$ cat config.mk
export PLATFORM = sky130hd
export DESIGN_NAME = vga_scanout
export DESIGN_NICKNAME = d
export VERILOG_FILES = /design/src/rtl/vga_scanout.sv
export SDC_FILE = /design/constraint.sdc
export NUM_CORES = 1
export LEC_CHECK = 0
export CORE_MARGIN = 4
export CORE_UTILIZATION = 49
export DETAILED_ROUTE_END_ITERATION = 7
export GPL_TIMING_DRIVEN = 0
export PLACE_DENSITY = 0.75
export SYNTH_ARGS = -nofsm -noshare
export SYNTH_HDL_FRONTEND = slang
export SYNTH_SLANG_ARGS = --single-unit
$ cat constraint.sdc
create_clock -name clk -period 2.2 [get_ports clk]
set_clock_uncertainty 0.15 [all_clocks]
set_input_delay 0.44 -clock clk [delete_from_list [all_inputs] [get_ports clk]]
set_output_delay 0.44 -clock clk [all_outputs]
set_load 0.02 [all_outputs]
$ cat src/rtl/vga_scanout.sv
// VGA 640x480@60 scan-out for a 160x120x3 framebuffer, 4x4 upscaled.
// Address is combinational from the counters; pins land two clocks later.
module vga_scanout #(
    parameter int H_VISIBLE   = 640,
    parameter int H_FP        = 16,
    parameter int H_SYNC      = 96,
    parameter int H_BP        = 48,
    parameter int V_VISIBLE   = 480,
    parameter int V_FP        = 10,
    parameter int V_SYNC      = 2,
    parameter int V_BP        = 33,
    parameter int SCALE_SHIFT = 2,
    parameter bit SYNC_NEG    = 1'b1
) (
    input  logic       clk,
    input  logic       rst,
    output logic [7:0] fb_x,
    output logic [7:0] fb_y,
    input  logic [2:0] fb_dout,
    output logic       vga_r,
    output logic       vga_g,
    output logic       vga_b,
    output logic       vga_hs,
    output logic       vga_vs,
    output logic       frame_start
);

    localparam int H_TOTAL = H_VISIBLE + H_FP + H_SYNC + H_BP;
    localparam int V_TOTAL = V_VISIBLE + V_FP + V_SYNC + V_BP;
    localparam int HW = $clog2(H_TOTAL);
    localparam int VW = $clog2(V_TOTAL);

    localparam logic [HW-1:0] H_LAST = HW'(H_TOTAL - 1);
    localparam logic [HW-1:0] H_VIS  = HW'(H_VISIBLE);
    localparam logic [HW-1:0] H_SS   = HW'(H_VISIBLE + H_FP);
    localparam logic [HW-1:0] H_SE   = HW'(H_VISIBLE + H_FP + H_SYNC);
    localparam logic [HW-1:0] H_ONE  = HW'(1);
    localparam logic [VW-1:0] V_LAST = VW'(V_TOTAL - 1);
    localparam logic [VW-1:0] V_VIS  = VW'(V_VISIBLE);
    localparam logic [VW-1:0] V_SS   = VW'(V_VISIBLE + V_FP);
    localparam logic [VW-1:0] V_SE   = VW'(V_VISIBLE + V_FP + V_SYNC);
    localparam logic [VW-1:0] V_ONE  = VW'(1);

    logic [HW-1:0] h_cnt;
    logic [VW-1:0] v_cnt;
    logic          vis0, hs0, vs0, fs0;
    logic [15:0]   h_ext, v_ext;
    logic          vis1, hs1, vs1, fs1;

    always_ff @(posedge clk or posedge rst) begin
        if (rst) begin
            h_cnt <= '0;
            v_cnt <= '0;
        end else if (h_cnt == H_LAST) begin
            h_cnt <= '0;
            if (v_cnt == V_LAST)
                v_cnt <= '0;
            else
                v_cnt <= v_cnt + V_ONE;
        end else begin
            h_cnt <= h_cnt + H_ONE;
        end
    end

    assign vis0  = (h_cnt < H_VIS) && (v_cnt < V_VIS);
    assign hs0   = (h_cnt >= H_SS) && (h_cnt < H_SE);
    assign vs0   = (v_cnt >= V_SS) && (v_cnt < V_SE);
    assign fs0   = (h_cnt == '0) && (v_cnt == '0);
    assign h_ext = 16'(h_cnt) >> SCALE_SHIFT;
    assign v_ext = 16'(v_cnt) >> SCALE_SHIFT;

    // Zeroed address in blanking keeps reads inside the 160x120 array.
    assign fb_x = vis0 ? h_ext[7:0] : 8'd0;
    assign fb_y = vis0 ? v_ext[7:0] : 8'd0;

    // Stage 1 waits out the RAM read; stage 2 drives the pins.
    always_ff @(posedge clk or posedge rst) begin
        if (rst) begin
            vis1        <= 1'b0;
            hs1         <= 1'b0;
            vs1         <= 1'b0;
            fs1         <= 1'b0;
            vga_r       <= 1'b0;
            vga_g       <= 1'b0;
            vga_b       <= 1'b0;
            vga_hs      <= SYNC_NEG;
            vga_vs      <= SYNC_NEG;
            frame_start <= 1'b0;
        end else begin
            vis1        <= vis0;
            hs1         <= hs0;
            vs1         <= vs0;
            fs1         <= fs0;
            vga_r       <= vis1 & fb_dout[2];
            vga_g       <= vis1 & fb_dout[1];
            vga_b       <= vis1 & fb_dout[0];
            vga_hs      <= hs1 ^ SYNC_NEG;
            vga_vs      <= vs1 ^ SYNC_NEG;
            frame_start <= fs1;
        end
    end

endmodule

==> results.sh <==
export IMPL_status="finished with violations"
export IMPL_violations="setup timing"
export IMPL_finalCriticalPeriod_ns=2.23
export IMPL_synth_top_family_by_area="simple AND/OR/NAND/NOR gates"
export IMPL_insertedDiodeCount=0
export IMPL_finalCritPeriodShare_pct=101
export IMPL_synth_top_area_share_pct=46.1
export IMPL_power_density_nw_per_um2=444
export IMPL_path_cells="and3_4 > nand2_4 > and3b_2 > buf_6 > and2_4 > buf_6"
export IMPL_syn_nets=155
export IMPL_p_leak_nw=1.01
export IMPL_yosysSeqAreaShare_pct=49.5
export IMPL_grt_max_degree=31
export IMPL_routed_wl_microns=3340
export IMPL_hold_buffers=0
export IMPL_drv_slew=0
export IMPL_cts_buffers=5
export IMPL_nFillCells=198
export IMPL_gr_total_overflow=0
export IMPL_dpl_hpwl_microns=2060
export IMPL_rows=19
export IMPL_cts_sinks=30
export IMPL_yosys_warnings=0
export IMPL_finalHoldViolCount=0
export IMPL_grt_usage_pct=18.1
export IMPL_dp_slack_ns=-0.517
export IMPL_grt_pass1_vias=1174
export IMPL_irDropWorstVdd_mv=0.319
export IMPL_setup_violations=14
export IMPL_synth_xor_area_share_pct=5.76
export IMPL_synth_top_area_cell="dfrtp_1"
export IMPL_cts_tree="yes"
export IMPL_rsz0062_at_grt="yes"
export IMPL_drtIter0Drc=60
export IMPL_critPathKind="flop to primary output"
export IMPL_whs_ns=0.207
export IMPL_synthesis_area_sq_um=1520
export IMPL_max_slew_margin_pct=24.2
export IMPL_vias=1228
export IMPL_dpl_cell_area_sq_um=1810
export IMPL_syn_area_per_cell_sq_um=10.4
export IMPL_grt_pass1_wl_microns=5710
export IMPL_die_width_microns=63.7
export IMPL_tightest_slew_ns=1.14
export IMPL_synthMuxAreaShare_pct=1.48
export IMPL_synth_simple_gate_area_share_pct=27.5
export IMPL_cts_buffer_depth=2
export IMPL_drv_cap=0
export IMPL_dr_pass1_iters=4
export IMPL_gp_congestion=0.781
export IMPL_remaining_drc_errors=0
export IMPL_dieHeight_microns=63.7
export IMPL_async_flop_share_pct=100
export IMPL_drive_gt1_share_pct=37.4
export IMPL_largestRegisters="h_cnt: 10 flops, v_cnt: 10 flops"
export IMPL_cp_data_arrival_time_ns=1.64
export IMPL_start_util_pct=53.3
export IMPL_synth_cells=146
export IMPL_num_nets_final=203
export IMPL_end_kind="primary output"
export IMPL_design_core_area_sq_um=2850
export IMPL_ys_ff_latch=30
export IMPL_critPathMaxStageDelay_ns=0.40
export IMPL_ant_nets=0
export IMPL_root_buffer="clkbuf_4"
export IMPL_crit_path_start_kind="flop"
export IMPL_synthTopCellsByArea="dfrtp_1, and2_1, dfstp_2"
export IMPL_wl_per_cell_microns=14.8
export IMPL_io_pins=27
export IMPL_antenna_found_initial=0
export IMPL_clock_latency_ns=0.33
export IMPL_synth_compound_area_share_pct=6.50
export IMPL_crit_path_top_delay_cell="dfrtp_1"
export IMPL_yosysUniqueCellTypes=40
export IMPL_synth_edf_count=0
export IMPL_setup_slack_ns=-0.0271
export IMPL_die_area_sq_um=4060
export IMPL_cts_clk_slew_worst_paths_ns=0.09
export IMPL_design_area_sq_um=2090
export IMPL_io_buffers=25
export IMPL_cts_htree_levels=2
export IMPL_syn_to_final_growth_pct=37.3
export IMPL_critPathRequiredTime_ns=1.61
export IMPL_cp_common_cell="buf_6"
export IMPL_worstPathMaxFanout=5
export IMPL_yosys_area_share_adder_pct=3.29
export IMPL_tns_ns=-0.213
export IMPL_synth_ff_type="dfrtp_1"
export IMPL_drt_vias_per_instance=5.43
export IMPL_fmax_ghz=0.449
export IMPL_design_power_total_mw=0.928
export IMPL_hold_path_class="flop to flop"
what timing repair did:
action                                  in CTS  in global routing
endpoints found under the setup margin      15                 15
setup buffers                                6                 10
pin swaps                                    6                  5
gates resized for setup                    115                  3
cloned                                       1                  0
logic make-up after synthesis:
family	Yosys count
muxes	2
buffers and inverters	17
adders and majority gates	4
AOI/OAI and AO/OA	14
other	1
xor gates and xnor gates	10
and+or+nand+nor	68
DFF	30
cells in the mapped netlist, drive strengths merged (2+ instances only):
library cell	count
nand4	6
buf	8
nor3	2
mux2	2
o31ai	2
and4	2
xnor2	6
nand2	9
nor2	6
nor3b	2
and2	20
xor2	4
o21ai	2
inv	7
dfrtp	28
nor4	6
and3	6
clkbuf	2
nand3	3
ha	4
dfstp	2
a31oi	2
worst max-delay path: cells and delay by family, from the launching register on:
kind | cells | cell delay (ns)
flip-flops | 1 | 0.40
buffers and inverters | 2 | 0.25
AND/OR/NAND/NOR | 4 | 0.66
cells in the final DEF (no fill, tap or decap), types with 3 or more instances in the layout:
cell | Yosys | routed
buf_6 | 1 | 17
nand2_1 | 9 | 8
buf_2 | 4 | 3
xnor2_1 | 6 | 6
ha_1 | 4 | 4
nand4_1 | 5 | 5
inv_1 | 7 | 7
nand3_1 | 3 | 3
clkdlybuf4s50_1 | 0 | 10
dfrtp_1 | 28 | 27
and2_1 | 20 | 6
buf_4 | 3 | 18
and2_4 | 0 | 14
clkbuf_4 | 0 | 5
xor2_1 | 4 | 4
and3_1 | 6 | 5
nor2_1 | 6 | 6
nor4_1 | 6 | 6
routing by layer:
layer / track usage (%) / vias up / share of wire [%]
met1: 23.5 / 593 / 46
met2: 28.6 / 34 / 48
met3: 5.33 / 4 / 4.4
met4: 6.47 / 0 / 1.4
li1: - / 597 / -
met5: 0 / - / 0
layout make-up:
class	instances	area (sq um)	share of cell area, %
Sequential cell	30	754	36.1
Multi-Input combinational cell	99	733	35.1
Timing Repair Buffer	42	402	19.2
Buffer	9	73.8	3.54
Clock buffer	7	55.1	2.64
Tap cell	31	38.8	1.86
Inverter	7	26.3	1.26
Clock inverter	1	5.00	0.240
report_power, final:
group | total, mW | internal (mW) | switching [mW]
logic | 0.0316 | 0.0134 | 0.0181
clock network | 0.342 | 0.155 | 0.187
registers | 0.555 | 0.554 | 0.000643
total | 0.928 | 0.722 | 0.206
final timing paths:
path | cells after the start | slack (ns) | start | endpoint
max | 6 | -0.03 | v_cnt[5] | fb_x[0]
min | 1 | 0.21 | hs1 | vga_hs
max reg2reg | 8 | 0.11 | h_cnt[7] | v_cnt[4]
min reg2reg | 1 | 0.21 | hs1 | vga_hs
max in group asynchronous | 2 | 0.60 | rst | h_cnt[8]
min in group asynchronous | 2 | 0.55 | rst | v_cnt[9]
per-stage QoR:
stage	instances	util, %
6_report	226	73.2
5_1_grt	226	73.2
4_1_cts	216	70.4
3_5_place_dp	202	63.5
3_3_place_gp	202	63.5
2_1_floorplan	146	-
Note: power is estimated with default switching activity, not from simulation.
